**src/rtl/pb_imem_loader_if.sv**
```systemverilog
// rtl/pb_imem_loader_if.sv - load-port bundle between the byte stream source and the imem loader
interface pb_imem_loader_if #(
  parameter int ADDR_W = 6
);
  logic              start;
  logic [ADDR_W:0]   num_words;
  logic              byte_valid;
  logic [7:0]        byte_data;
  logic              byte_ready;
  logic [ADDR_W-1:0] load_addr;
  logic [31:0]       load_data;
  logic              w_en;
  logic              busy;
  logic              done;
  logic              proc_hold;
  logic [31:0]       checksum;

  modport master (
    output start, num_words, byte_valid, byte_data,
    input  byte_ready, load_addr, load_data, w_en, busy, done, proc_hold, checksum
  );

  modport slave (
    input  start, num_words, byte_valid, byte_data,
    output byte_ready, load_addr, load_data, w_en, busy, done, proc_hold, checksum
  );
endinterface

```
**src/rtl/pb_imem_loader.sv**
```systemverilog
// rtl/pb_imem_loader.sv - packs a byte stream little-endian into words and writes them to imem
module pb_imem_loader #(
  parameter int MEM_DEPTH = 64
) (
  input logic             test_clk,
  input logic             rst,
  pb_imem_loader_if.slave lif
);
  localparam int ADDR_W = $clog2(MEM_DEPTH);
  localparam logic [ADDR_W:0] DEPTH_CNT = (ADDR_W+1)'(MEM_DEPTH);
  localparam logic [ADDR_W:0] ONE_CNT   = (ADDR_W+1)'(1);

  typedef enum logic [1:0] {
    S_IDLE    = 2'd0,
    S_COLLECT = 2'd1,
    S_WRITE   = 2'd2
  } state_t;

  state_t            state;
  logic [ADDR_W:0]   count;
  logic [ADDR_W-1:0] addr;
  logic [23:0]       partial;
  logic [1:0]        byte_idx;

  logic              byte_take;
  logic [ADDR_W:0]   start_count;
  logic              last_word;

  assign lif.byte_ready = (state == S_COLLECT);
  assign byte_take      = lif.byte_valid && lif.byte_ready;

  // Clamping the count is what keeps addr from ever wrapping past MEM_DEPTH-1.
  assign start_count = (lif.num_words > DEPTH_CNT) ? DEPTH_CNT : lif.num_words;
  assign last_word   = (({1'b0, addr} + ONE_CNT) == count);

  always_ff @(posedge test_clk or posedge rst) begin
    if (rst) begin
      state         <= S_IDLE;
      count         <= '0;
      addr          <= '0;
      partial       <= '0;
      byte_idx      <= '0;
      lif.load_addr <= '0;
      lif.load_data <= '0;
      lif.w_en      <= 1'b0;
      lif.busy      <= 1'b0;
      lif.done      <= 1'b0;
      lif.proc_hold <= 1'b1;
      lif.checksum  <= '0;
    end else begin
      case (state)
        S_IDLE: begin
          if (lif.start) begin
            count        <= start_count;
            addr         <= '0;
            byte_idx     <= '0;
            lif.checksum <= '0;
            if (start_count == '0) begin
              lif.done      <= 1'b1;
              lif.proc_hold <= 1'b0;
            end else begin
              lif.done      <= 1'b0;
              lif.proc_hold <= 1'b1;
              lif.busy      <= 1'b1;
              state         <= S_COLLECT;
            end
          end
        end

        S_COLLECT: begin
          if (byte_take) begin
            byte_idx <= byte_idx + 2'd1;
            case (byte_idx)
              2'd0: partial[7:0]   <= lif.byte_data;
              2'd1: partial[15:8]  <= lif.byte_data;
              2'd2: partial[23:16] <= lif.byte_data;
              default: begin
                lif.load_addr <= addr;
                lif.load_data <= {lif.byte_data, partial};
                lif.w_en      <= 1'b1;
                state         <= S_WRITE;
              end
            endcase
          end
        end

        S_WRITE: begin
          lif.w_en     <= 1'b0;
          lif.checksum <= lif.checksum ^ lif.load_data;
          if (last_word) begin
            lif.busy      <= 1'b0;
            lif.done      <= 1'b1;
            lif.proc_hold <= 1'b0;
            state         <= S_IDLE;
          end else begin
            addr  <= addr + 1'b1;
            state <= S_COLLECT;
          end
        end

        default: state <= S_IDLE;
      endcase
    end
  end
endmodule

```
**src/flat_wrapper.sv**
```systemverilog
// flat-port wrapper written by rule: the top's interface ports become plain ports
module pb_imem_loader_flat 
#(
  parameter int MEM_DEPTH = 64
)
  (test_clk, rst, lif_start, lif_num_words, lif_byte_valid, lif_byte_data, lif_byte_ready, lif_load_addr, lif_load_data, lif_w_en, lif_busy, lif_done, lif_proc_hold, lif_checksum);
  pb_imem_loader_if #(.ADDR_W(6)) lif_i ();
  input logic test_clk;
  input logic rst;
  input wire logic [$bits(lif_i.start)-1:0] lif_start;
  input wire logic [$bits(lif_i.num_words)-1:0] lif_num_words;
  input wire logic [$bits(lif_i.byte_valid)-1:0] lif_byte_valid;
  input wire logic [$bits(lif_i.byte_data)-1:0] lif_byte_data;
  output wire logic [$bits(lif_i.byte_ready)-1:0] lif_byte_ready;
  output wire logic [$bits(lif_i.load_addr)-1:0] lif_load_addr;
  output wire logic [$bits(lif_i.load_data)-1:0] lif_load_data;
  output wire logic [$bits(lif_i.w_en)-1:0] lif_w_en;
  output wire logic [$bits(lif_i.busy)-1:0] lif_busy;
  output wire logic [$bits(lif_i.done)-1:0] lif_done;
  output wire logic [$bits(lif_i.proc_hold)-1:0] lif_proc_hold;
  output wire logic [$bits(lif_i.checksum)-1:0] lif_checksum;
  assign lif_i.start = lif_start;
  assign lif_i.num_words = lif_num_words;
  assign lif_i.byte_valid = lif_byte_valid;
  assign lif_i.byte_data = lif_byte_data;
  assign lif_byte_ready = lif_i.byte_ready;
  assign lif_load_addr = lif_i.load_addr;
  assign lif_load_data = lif_i.load_data;
  assign lif_w_en = lif_i.w_en;
  assign lif_busy = lif_i.busy;
  assign lif_done = lif_i.done;
  assign lif_proc_hold = lif_i.proc_hold;
  assign lif_checksum = lif_i.checksum;
  pb_imem_loader #(.MEM_DEPTH(MEM_DEPTH)) u_core (.test_clk(test_clk), .rst(rst), .lif(lif_i));
endmodule
```
**config.mk**
```make
export PLATFORM = sky130hd
export DESIGN_NAME = pb_imem_loader_flat
export DESIGN_NICKNAME = d
export VERILOG_FILES = /design/src/rtl/pb_imem_loader_if.sv /design/src/rtl/pb_imem_loader.sv /design/src/flat_wrapper.sv
export SDC_FILE = /design/constraint.sdc
export NUM_CORES = 1
export LEC_CHECK = 0
export ABC_AREA = 1
export BUFFER_PORTS_ARGS = -buffer_cell sky130_fd_sc_hd__buf_2
export CORE_ASPECT_RATIO = 0.5
export CORE_UTILIZATION = 57
export CTS_BUF_LIST = sky130_fd_sc_hd__clkbuf_4
export CTS_CLUSTER_DIAMETER = 50
export CTS_CLUSTER_SIZE = 16
export DETAILED_ROUTE_END_ITERATION = 8
export MAX_ROUTING_LAYER = met4
export PLACE_DENSITY_LB_ADDON = 0.2
export SYNTH_ARGS = -nofsm -noshare
export SYNTH_HDL_FRONTEND = slang
export SYNTH_SLANG_ARGS = --single-unit
export TNS_END_PERCENT = 5
```
**constraint.sdc**
```tcl
create_clock -name test_clk -period 4.2 [get_ports test_clk]
set_input_delay 0.84 -clock test_clk [delete_from_list [all_inputs] [get_ports test_clk]]
set_output_delay 0.84 -clock test_clk [all_outputs]
set_load 0.005 [all_outputs]
```
# [Yosys cells after proc, flatten, opt, wreduce, memory -nomap -nowiden]
# Cells that the tools add are included.
# Widths: inputs -> output; s select.
[totals] reg_bits=115 elab_cells=80 output_inout_bits=75
[classes] n_reduce_logical=20 addsub=3 order_cmp=1 eq_ne=11 n_mux=29 n_bitwise=2
[ops] op="$pmux 32 s2" n=1
[ops] op="$mux 32" n=1
[ops] op="$xor 32x32->32" n=1
[ops] op="$reduce_and 3->1" n=8
[ops] op="$mux 2" n=6
[ops] op="$mux 6" n=2
[ops] op="$pmux 6 s2" n=1
[ops] op="$mux 1" n=11
[ops] op="$ne 2x2->1 const B" n=5
[ops] op="$pmux 1 s2" n=4
[ops] op="$reduce_and 4->1" n=2
[ops] op="$add 6x1->7 const B" n=1
[ops] op="$eq 7x7->1" n=1
[ops] op="$gt 7x7->1 const B" n=1
[ops] op="$logic_not 7->1" n=1
[ops] op="$mux 7" n=1
[ops] op="$add 6x1->6 const B" n=1
[ops] op="$pmux 2 s3" n=1
[ops] op="$reduce_bool 2->1" n=3
[ops] op="$eq 2x1->1 const B" n=2
[ops] op="$eq 2x2->1 const B" n=2
[ops] op="$logic_not 2->1" n=2
[ops] op="$pmux 2 s2" n=1
[ops] op="$reduce_and 2->1" n=2
[ops] op="other kinds (5)" n=5

# [Longest topological paths before layout]
# Gate-level depths: netlist of run 1.
[depth] word_depth=6 mapped_depth=13 mapped_depth_nobuf=13

# [Worst setup path after synthesis of run 1]
# No wires, ideal clock.
[synth_path] path_type="input -> register" start="input port lif_start" end="register u_core.lif.checksum[12]" setup_slack_ps=2528 setup_ps=137 arrival_ps=1535 n_path_buf=1 cell_stages=4 required_time_ps=4063 cell_sequence="nand2_1 -> nand2_1 -> clkbuf_1 -> a21oi_1"
[synth_via] elab_chain_cells=2
[synth_rtl] item="start: declaration" line="flat_wrapper.sv:10" rtl="input wire logic [$bits(lif_i.start)-1:0] lif_start;"
[synth_rtl] item="$ne 2x2->1 (no line)"
[synth_rtl] item="$reduce_and 2->1 (no line)"
[synth_rtl] item="end signal: assignment" line="pb_imem_loader.sv:89" rtl="lif.checksum <= lif.checksum ^ lif.load_data;"
[synth_rtl] item="end: declaration" line="pb_imem_loader_if.sv:25" rtl="output byte_ready, load_addr, load_data, w_en, busy, done, proc_hold, checksum"
# No other way between the ends.
# A chain may end at the register's enable or synchronous reset.

# [Worst setup path after layout of run 1]
[layout_path] start="register u_core.state[0]" end="register u_core.count[0]"
[layout_via] elab_chain_cells=2
[layout_rtl] item="start: declaration" line="pb_imem_loader.sv:19" rtl="state_t state;"
[layout_rtl] item="start signal: assignment" line="pb_imem_loader.sv:38" rtl="state <= S_IDLE;"
[layout_rtl] item="start signal: assignment" line="pb_imem_loader.sv:65" rtl="state <= S_COLLECT;"
[layout_rtl] item="start signal: assignment" line="pb_imem_loader.sv:81" rtl="state <= S_WRITE;"
[layout_rtl] item="$logic_not 2->1" line="pb_imem_loader.sv:51" rtl="case (state)"
[layout_rtl] item="$reduce_and 2->1 (no line)"
[layout_rtl] item="end signal: assignment" line="pb_imem_loader.sv:54" rtl="count <= start_count;"
[layout_rtl] item="end: declaration" line="pb_imem_loader.sv:20" rtl="logic [ADDR_W:0] count;"
# No other way between the ends.

==> results of run 1 <==
## registers in the layout, summed over array words and instances, names as in the netlist
signal	count
u_core.addr	6
u_core.byte_idx	2
u_core.count	7
u_core.lif.busy	1
u_core.lif.checksum	32
u_core.lif.done	1
u_core.lif.load_addr	6
u_core.lif.load_data	32
u_core.lif.proc_hold	1
u_core.lif.w_en	1
u_core.partial	24
u_core.state	2
## area by class of cell
type / instances / area (um^2)
repair buffers: 97 / 508.0
clock buffers: 18 / 135.1
fillers: 661 / 2442
well taps: 112 / 140.1
inverters: 36 / 137.6
flip-flops and latches: 115 / 2879
clock inverters: 14 / 120.1
multi-input cells: 389 / 1810
## cell families (layout without fill, tap and decap cells)
logic type      after synthesis  after routing  share of synthesized area
simple gates                271            271                     0.2266
flops                       115            115                     0.5845
compound gates               96             96                    0.09804
buf+inv                      57            165                    0.04801
xor+xnor                     17             17                    0.03023
fa+ha+maj                     5              5                    0.01270
## path summary, 6_finish.rpt
check	from	endpoint	cells past startpoint
hold / removal	u_core.partial[10]$_DFFE_PP0P_	u_core.lif.load_data[10]$_DFFE_PP0P_	2
max in group asynchronous	rst	u_core.lif.checksum[17]$_DFFE_PP0P_	3
setup / recovery	u_core.state[0]$_DFFE_PP0P_	u_core.count[0]$_DFFE_PP0P_	8
hold reg to reg	u_core.partial[10]$_DFFE_PP0P_	u_core.lif.load_data[10]$_DFFE_PP0P_	2
min in group asynchronous	rst	u_core.lif.load_addr[3]$_DFFE_PP0P_	2
setup reg to reg	u_core.state[0]$_DFFE_PP0P_	u_core.count[0]$_DFFE_PP0P_	8
## where the power goes
group	total, mW	internal [mW]	switching, mW	leakage, nW
Combinational	0.887	0.383	0.504	1.39
Clock	0.745	0.344	0.401	0.134
Sequential	1.69	1.43	0.254	1.51
Total	3.32	2.16	1.16	3.03
## per-layer routing
| metal | part of all wire | wire length, um | track usage |
|---|---|---|---|
| met3 | 0.067 | 726 | 0.05931 |
| met4 | 0.015 | 167 | 0.1136 |
| met1 | 0.45 | 4867 | 0.3220 |
| met2 | 0.47 | 5021 | 0.4258 |
| met5 | 0 | 0 | - |
## layout by cell type, fill, tap and decap left out, types with 2 or more instances in the layout
| cell type | netlist | final |
|---|---|---|
| buf_2 | 6 | 93 |
| nand2_4 | 2 | 2 |
| dfrtp_1 | 114 | 114 |
| inv_2 | 3 | 3 |
| nand2_1 | 207 | 207 |
| xnor2_1 | 17 | 17 |
| o21ai_0 | 60 | 60 |
| clkinvlp_4 | 0 | 2 |
| nand3_1 | 38 | 38 |
| nand4_1 | 3 | 3 |
| nor2_2 | 3 | 3 |
| nand2_2 | 3 | 3 |
| clkinv_1 | 0 | 7 |
| inv_1 | 33 | 32 |
| o22ai_1 | 2 | 2 |
| bufinv_16 | 0 | 2 |
| ha_1 | 5 | 5 |
| buf_4 | 0 | 3 |
| a21oi_1 | 34 | 34 |
| nor2_1 | 13 | 13 |
| clkbuf_4 | 0 | 18 |
| clkinv_2 | 0 | 2 |
## worst reg2reg max path: cells and delay by family (launching register included)
family	cells	cell delay, ps
AOI/OAI and AO/OA	1	100
DFF	1	380
buffers and inverters	4	770
and+or+nand+nor	3	880
==> summary.md, run 1 <==
| Metric | Value |
|---|---|
| Status | `finished, final reports clean` |
| Pre-CTS setup slack | `1524 ps` |
| Detail Route Antenna Nets | `0` |
| WL/cell | `13.81 um` |
| Dominant cell by count in the synthesized netlist | `nand2_1` |
| Top Family by Delay on Critical Path | `simple AND/OR/NAND/NOR gates` |
| Max Clock Freq | `455.7 MHz` |
| Dpl hpwl | `7295 um` |
| Tot Pwr | `3.318 mW` |
| Final #Nets | `680` |
| Number of CTS-inserted buffers | `17` |
| Period utilisation layout | `0.5225` |
| RSZ-0062 raised after global routing | `false` |
| Placed cells | `749` |
| Largest net degree at the start of global routing | `71` |
| Port bufs | `93` |
| CTS Hold Buffers Added | `0` |
| Synth cell count leaders | `nand2_1 (207), dfrtp_1 (114), o21ai_0 (60)` |
| Drt pass-1 iters | `6` |
| Worst min-delay path category | `reg -> reg` |
| Vias in the first global route | `3646` |
| DRC viols | `0` |
| Leak | `3.035 nW` |
| Cell Area, Synth | `0.004926 mm^2` |
| Initial Util | `0.6027` |
| Setup CP Type | `reg -> reg` |
| Area contributors post-synth | `dfrtp_1 (58%), nand2_1 (16%), o21ai_0 (6.1%)` |
| Core area | `0.008173 mm^2` |
| CP max stage cell | `nor2_1` |
| Post-Route Utilization | `0.7012` |
| Ys Warns | `0` |
| Setup ws final | `2006 ps` |
| Register area share after synthesis | `0.5845` |
| Routed WL | `10780 um` |
| Die W | `133.5 um` |
| Total track usage | `0.2617` |
| Minimum clock period | `2194 ps` |
| DIE HEIGHT | `67.74 um` |
| CP Max Fanout | `19` |
| Slew HR | `0.3404` |
| CTS Sinks | `115` |
| CP Cell Sequence | `inv_2, nand2_1, buf_4, nor2_1, inv_1, nor2_1, inv_1, o22ai_1` |
| Cell Pwr Density | `579.0 mW/mm^2` |
| Least-Margin Pin Slew | `988.3 ps` |
| Maximum vdd drop | `0.2556 mV` |
| CTS max path bufs | `2` |
| Final std cells w/o fill | `781` |
| Post-CTS sizing | `0` |
| Design Area, Final | `0.005731 mm^2` |
| Mean area per synthesized cell | `8.781 um^2` |
| Worst path bufs/invs | `4` |
| Initial antenna violation count | `0` |
| Hold Fails Final Rpt | `0` |
| FP Rows | `23` |
| Count of cell types in the netlist | `21` |
| Max-Cap Viols | `0` |
| Arrival @ worst endpoint | `2630 ps` |
| Final setup vio count | `0` |
| TritonCTS clock tree | `built` |
| Synth area leader | `dfrtp_1` |
| Starting DRT DRC Count | `223` |
| Mapped Cells | `561` |
| Flop2flop setup slack | `2010 ps` |
| CTS clk-pin slew, worst paths | `100 ps` |
| Post-placement cell area | `0.005475 mm^2` |
| Startpoint types | `flop` |
| Fin Clk Skew | `17.63 ps` |
| I/O Pins | `94` |
| GPL Wtd Cong | `0.7969` |
| Area delta synth->final | `16.33%` |
| Share of cells above drive strength 1 | `0.2048` |
| Hold_ws | `473.1 ps` |
| Pins Over Slew Limit | `0` |
| Primary FF master, synth | `dfrtp_1` |
| Gr ovfl total | `0` |
| Total Neg Setup Slack | `0 ps` |
| CP Data Required Time | `4630 ps` |
| Via count | `4081` |
| Largest stage delay on the critical path | `530 ps` |
| Synth Register Bits | `115` |
| Number of synthesized flops with an enable pin | `0` |
| CTS root buffer | `clkbuf_4` |
| # Post-CTS Setup Buffers | `0` |
| DIE AREA | `0.009041 mm^2` |
| Vias/cell | `5.225` |
| Number of H-tree levels | `4` |
| CP Capture Type | `flop` |
| Ant diodes | `0` |
| Area fraction of the dominant cell type after synthesis | `0.5791` |
| Skew-Pair Late Insertion Delay | `500 ps` |
| First-pass GRT wire length | `17190 um` |
| Synth async-reset ratio | `1.000` |
| Syn nets | `585` |
(Power assumes the default switching activity.)
==> run 2, diff against run 1 <==
--- a/config.mk
+++ b/config.mk
@@ -8,7 +8,7 @@
 export ABC_AREA = 1
 export BUFFER_PORTS_ARGS = -buffer_cell sky130_fd_sc_hd__buf_2
 export CORE_ASPECT_RATIO = 0.5
-export CORE_UTILIZATION = 57
+export CORE_UTILIZATION = 52
 export CTS_BUF_LIST = sky130_fd_sc_hd__clkbuf_4
 export CTS_CLUSTER_DIAMETER = 50
 export CTS_CLUSTER_SIZE = 16
==> constraint.sdc (replaced) <==
create_clock -name test_clk -period 2 [get_ports test_clk]
set_input_delay 0.4 -clock test_clk [delete_from_list [all_inputs] [get_ports test_clk]]
set_output_delay 0.4 -clock test_clk [all_outputs]
set_load 0.005 [all_outputs]
==> summary.md, run 2 (synthesized netlist as in run 1, its figures left out) <==
| Metric | Value |
|---|---|
| Status | `finished, final reports clean` |
| Fin Clk Skew | `9.869 ps` |
| Minimum clock period | `1805 ps` |
| Setup ws final | `194.8 ps` |
| Final #Nets | `684` |
| Total Neg Setup Slack | `0 ps` |
| Cell Pwr Density | `1228 mW/mm^2` |
| Combinational group share of total power | `0.262` |
| Dpl hpwl | `7297 um` |
| Hold_ws | `29.51 ps` |
| Core area | `0.008949 mm^2` |
| Final setup vio count | `0` |
| DIE AREA | `0.009890 mm^2` |
| GPL Wtd Cong | `0.7927` |
| Sw Pwr | `2.429 mW` |
| Share of cells above drive strength 1 | `0.2146` |
| Internal power | `4.680 mW` |
| CTS Hold Buffers Added | `0` |
| Least-Margin Pin Slew | `625.3 ps` |
| DIE HEIGHT | `70.82 um` |
| Design Area, Final | `0.005789 mm^2` |
| Crit path launch | `u_core.addr[0]$_DFFE_PP0P_` |
| CTS clk-pin slew, worst paths | `100 ps` |
| Leak | `3.064 nW` |
| FF-to-FF Start | `u_core.addr[0]$_DFFE_PP0P_` |
| Most used cell, CP | `nand2_1` |
| Biggest regs | `u_core.lif.checksum: 32 flops, u_core.lif.load_data: 32 flops, u_core.partial: 24 flops` |
| Hold Fails Final Rpt | `0` |
| Post-placement cell area | `0.005513 mm^2` |
| Final std cells w/o fill | `788` |
| Max-Cap Viols | `0` |
| Period utilisation layout | `0.9026` |
| I/O Pins | `94` |
| CTS root buffer | `clkbuf_4` |
| Area delta synth->final | `17.53%` |
| Ant diodes | `0` |
| Commonest cells after routing, fill and taps aside | `nand2_1 (207), dfrtp_1 (114), buf_2 (93)` |
| Flop pwr share | `0.497` |
| CTS Sinks | `115` |
| Number of CTS-inserted buffers | `17` |
| Most common cell after layout, fill and taps aside | `nand2_1` |
| Max Clock Freq | `553.9 MHz` |
| Number of H-tree levels | `4` |
| Total track usage | `0.2449` |
| Skew-Pair Late Insertion Delay | `500 ps` |
| CP max stage cell | `dfrtp_1` |
| Post-CTS sizing | `0` |
| First-pass GRT wire length | `17940 um` |
| Initial Util | `0.5505` |
| Routed WL | `10630 um` |
| Port bufs | `93` |
| CP Max Fanout | `8` |
| CP Data Required Time | `2390 ps` |
| Clock power share | `0.241` |
| Starting DRT DRC Count | `297` |
| Vias/cell | `5.115` |
| Arrival @ worst endpoint | `2200 ps` |
| DRC viols | `0` |
| Setup CP Type | `reg -> reg` |
| RSZ-0062 raised after global routing | `false` |
| Pins Over Slew Limit | `0` |
| # Post-CTS Setup Buffers | `0` |
| Gr ovfl total | `0` |
| Via count | `4031` |
| CP Capture Type | `flop` |
| Vias in the first global route | `3701` |
| WL/cell | `13.48 um` |
| Startpoint types | `flop` |
| Maximum vdd drop | `0.4692 mV` |
| Pre-CTS setup slack | `231.0 ps` |
| Largest net degree at the start of global routing | `116` |
| Slew HR | `0.5831` |
| Switching share of power | `0.3417` |
| Drt pass-1 iters | `4` |
| Initial antenna violation count | `0` |
| CTS max path bufs | `2` |
| Detail Route Antenna Nets | `0` |
| FP Rows | `24` |
| Largest stage delay on the critical path | `460 ps` |
| Worst min-delay path category | `in -> async` |
| CP Cell Sequence | `ha_1, nand2_1, inv_1, nand2_1, nand2_1, nand2_1, nand2_1, nor2_2, nand3_2, nand2_4, nand2_4, nand2_1, nand2_1` |
| Die W | `139.6 um` |
| TritonCTS clock tree | `built` |
| Placed cells | `758` |
run 2: cell types whose count changed in the layout (fill, tap and decap cells not counted), sizes merged:
| cell | delta |
|---|---|
| buf | +4 |
| bufinv | +1 |
| clkinv | -3 |
| clkinvlp | +1 |
| inv | -1 |
run 2: critical path: cells and delay by family (launching register included):
kind,cells,cell delay (ps)
simple gates,11,930
flops,1,460
fa+ha+maj,1,250
buf+inv,1,60
run 2: final timing paths:
kind	to	slack, ps	cells past startpoint
min in group test_clk	u_core.count[2]$_DFFE_PP0P_	130	3
worst max register to register	u_core.addr[0]$_DFFE_PP0P_	190	13
worst min-delay path	u_core.lif.checksum[10]$_DFFE_PP0P_	30	3
worst max-delay path	u_core.addr[0]$_DFFE_PP0P_	190	13
max in group asynchronous	u_core.lif.done$_DFFE_PP0P_	1470	3
worst min register to register	u_core.lif.load_data[4]$_DFFE_PP0P_	480	2
run 2: area by class of cell:
class,count,area (um^2)
clock buffer,18,135.1
timing repair buffer,101,538.0
fill,783,3159
sequential,115,2879
clock inverter,12,141.4
tap,117,146.4
multi-input combinational,389,1810
inverter,36,138.9
run 2: per-stage QoR:
stage / total power [mW] / util
4_1_cts: 7.173 / 0.6470
3_5_place_dp: 5.452 / 0.6161
5_1_grt: 7.623 / 0.6470
3_3_place_gp: 5.361 / 0.6161
2_1_floorplan: 4.693 / -
6_report: 7.109 / 0.6470
run 2: layer usage:
metal	global-route usage	vias up	part of all wire
li1	-	2011	-
met1	0.3245	1922	0.49
met2	0.3685	86	0.46
met3	0.07244	12	0.047
met4	0.07204	0	0.011
met5	-	-	0
run 2: power by group through the flow:
stage               registers, mW  clock network [mW]  logic, mW
floorplan                    3.52                   0       1.17
finish                       3.53                1.72       1.86
CTS                          3.53                1.75       1.89
global route                 3.64                1.84       2.15
detailed placement           3.57                   0       1.88
global placement             3.55                   0       1.81
==> run 3, diff against run 2 <==
==> constraint.sdc (replaced) <==
create_clock -name test_clk -period 2 [get_ports test_clk]
set_input_delay 0.4 -clock test_clk [delete_from_list [all_inputs] [get_ports test_clk]]
set_output_delay 0.4 -clock test_clk [all_outputs]
set_load 0.1 [all_outputs]
==> summary.md, run 3 (synthesized netlist as in run 1, its figures left out) <==
| Metric | Value |
|---|---|
| Via count | `4058` |
| Max Clock Freq | `536.6 MHz` |
| Startpoint types | `flop` |
| Gr ovfl total | `0` |
| Drt pass-1 iters | `4` |
| Initial antenna violation count | `0` |
| Share of cells above drive strength 1 | `0.2146` |
| Pins Over Slew Limit | `0` |
| Reg2reg path depth | `13` |
| Ant diodes | `0` |
| DIE HEIGHT | `70.82 um` |
| Total Neg Setup Slack | `0 ps` |
| Hold Fails Final Rpt | `0` |
| Number of H-tree levels | `4` |
| Flop pwr share | `0.357` |
| Maximum vdd drop | `0.7704 mV` |
| Least-Margin Pin Slew | `622.1 ps` |
| Area delta synth->final | `17.58%` |
| Sw Pwr | `5.215 mW` |
| Setup CP Type | `reg -> out` |
| Leak | `3.065 nW` |
| Most common cell after layout, fill and taps aside | `nand2_1` |
| Initial Util | `0.5505` |
| Detail Route Antenna Nets | `0` |
| Arrival @ worst endpoint | `1460 ps` |
| Status | `finished, final reports clean` |
| Post-Route Utilization | `0.6472` |
| Placed cells | `758` |
| Final #Nets | `684` |
| I/O Pins | `94` |
| CP endpoint | `lif_byte_ready` |
| Period utilisation layout | `0.9317` |
| Core area | `0.008949 mm^2` |
| Starting DRT DRC Count | `316` |
| CTS clk-pin slew, worst paths | `100 ps` |
| FP Rows | `24` |
| Dpl hpwl | `7297 um` |
| Port bufs | `93` |
| Max-Cap Viols | `0` |
| Clock power share | `0.173` |
| FF-to-FF Start | `u_core.addr[0]$_DFFE_PP0P_` |
| Worst min-delay path category | `in -> async` |
| First-pass GRT wire length | `17940 um` |
| CP Capture Type | `primary output` |
| CTS root buffer | `clkbuf_4` |
| Crit path launch | `u_core.state[1]$_DFFE_PP0P_` |
| Number of CTS-inserted buffers | `17` |
| Flop2flop setup slack | `200 ps` |
| Skew-Pair Late Insertion Delay | `510 ps` |
| Total track usage | `0.2449` |
| Commonest cells after routing, fill and taps aside | `nand2_1 (207), dfrtp_1 (114), buf_2 (92)` |
| CTS Hold Buffers Added | `0` |
| Largest net degree at the start of global routing | `116` |
| Hold_ws | `30.09 ps` |
| Fin Clk Skew | `11.69 ps` |
| Die W | `139.6 um` |
| DRC viols | `0` |
| DIE AREA | `0.009890 mm^2` |
| Slew HR | `0.5853` |
| CTS Sinks | `115` |
| Routed WL | `10670 um` |
| GPL Wtd Cong | `0.7927` |
| RSZ-0062 raised after global routing | `false` |
| Final setup vio count | `0` |
| Biggest regs | `u_core.lif.checksum: 32 flops, u_core.lif.load_data: 32 flops, u_core.partial: 24 flops` |
| WL/cell | `13.54 um` |
| CP Max Fanout | `4` |
| Cell Pwr Density | `1711 mW/mm^2` |
| Reg2reg end | `u_core.addr[0]$_DFFE_PP0P_` |
| Internal power | `4.694 mW` |
| Final std cells w/o fill | `788` |
| Vias/cell | `5.150` |
| Vias in the first global route | `3701` |
| TritonCTS clock tree | `built` |
| Combinational group share of total power | `0.471` |
| CTS max path bufs | `2` |
| CP Data Required Time | `1600 ps` |
| Minimum clock period | `1863 ps` |
| Switching share of power | `0.5263` |
| Post-CTS sizing | `0` |
| # Post-CTS Setup Buffers | `0` |
[run 3: changes by cell type in the layout (fill, tap and decap cells not counted)]
cell and change:
buf_2 -1, clkbuf_4 +1
[run 3: worst min path at each step]
stage	startpoint	to	slack (ps)	cells past startpoint
floorplan	u_core.partial[0]$_DFFE_PP0P_	u_core.lif.load_data[0]$_DFFE_PP0P_	440	2
global placement	u_core.partial[0]$_DFFE_PP0P_	u_core.lif.load_data[0]$_DFFE_PP0P_	460	2
detailed placement	u_core.partial[4]$_DFFE_PP0P_	u_core.lif.load_data[4]$_DFFE_PP0P_	460	2
CTS	rst	u_core.lif.checksum[11]$_DFFE_PP0P_	60	3
global route	rst	u_core.lif.checksum[10]$_DFFE_PP0P_	90	3
finish	rst	u_core.lif.checksum[10]$_DFFE_PP0P_	30	3
[run 3: critical path, stage by stage, from the launching register on]
cell and delay [ps]:
dfrtp_1 420, nor2_2 180, clkbuf_4 360
[run 3: layer usage]
layer / part of all wire / GRT usage / routed length [um]
met3: 0.051 / 0.07244 / 539
met1: 0.48 / 0.3245 / 5154
met5: 0 / - / 0
met4: 0.011 / 0.07204 / 114
met2: 0.46 / 0.3685 / 4863
[run 3: final cells by class]
class	count	area (um^2)
tap	117	146.4
timing repair buffer	101	540.5
inverter	36	138.9
multi-input combinational	389	1810
clock inverter	12	141.4
clock buffer	18	135.1
fill	784	3157
sequential	115	2879
[run 3: power by group through the flow]
stage                     registers [mW]  clock network [mW]  logic [mW]
after floorplan                     6.17                   0        1.26
after global placement              3.55                   0        4.60
after detailed placement            3.57                   0        4.68
after CTS                           3.53                1.75        4.69
after global routing                3.64                1.84        4.95
final                               3.53                1.71        4.67
[run 3: metrics by stage]
stage / cell area [um^2] / worst slack (ps) / power [mW]
after global routing: 5792 / 43.67 / 10.42
after global placement: 5513 / 316.9 / 8.158
after detailed placement: 5513 / 231.0 / 8.249
after floorplan: 4930 / -137.8 / 7.425
final: 5792 / 136.5 / 9.909
after CTS: 5789 / 8.836 / 9.969
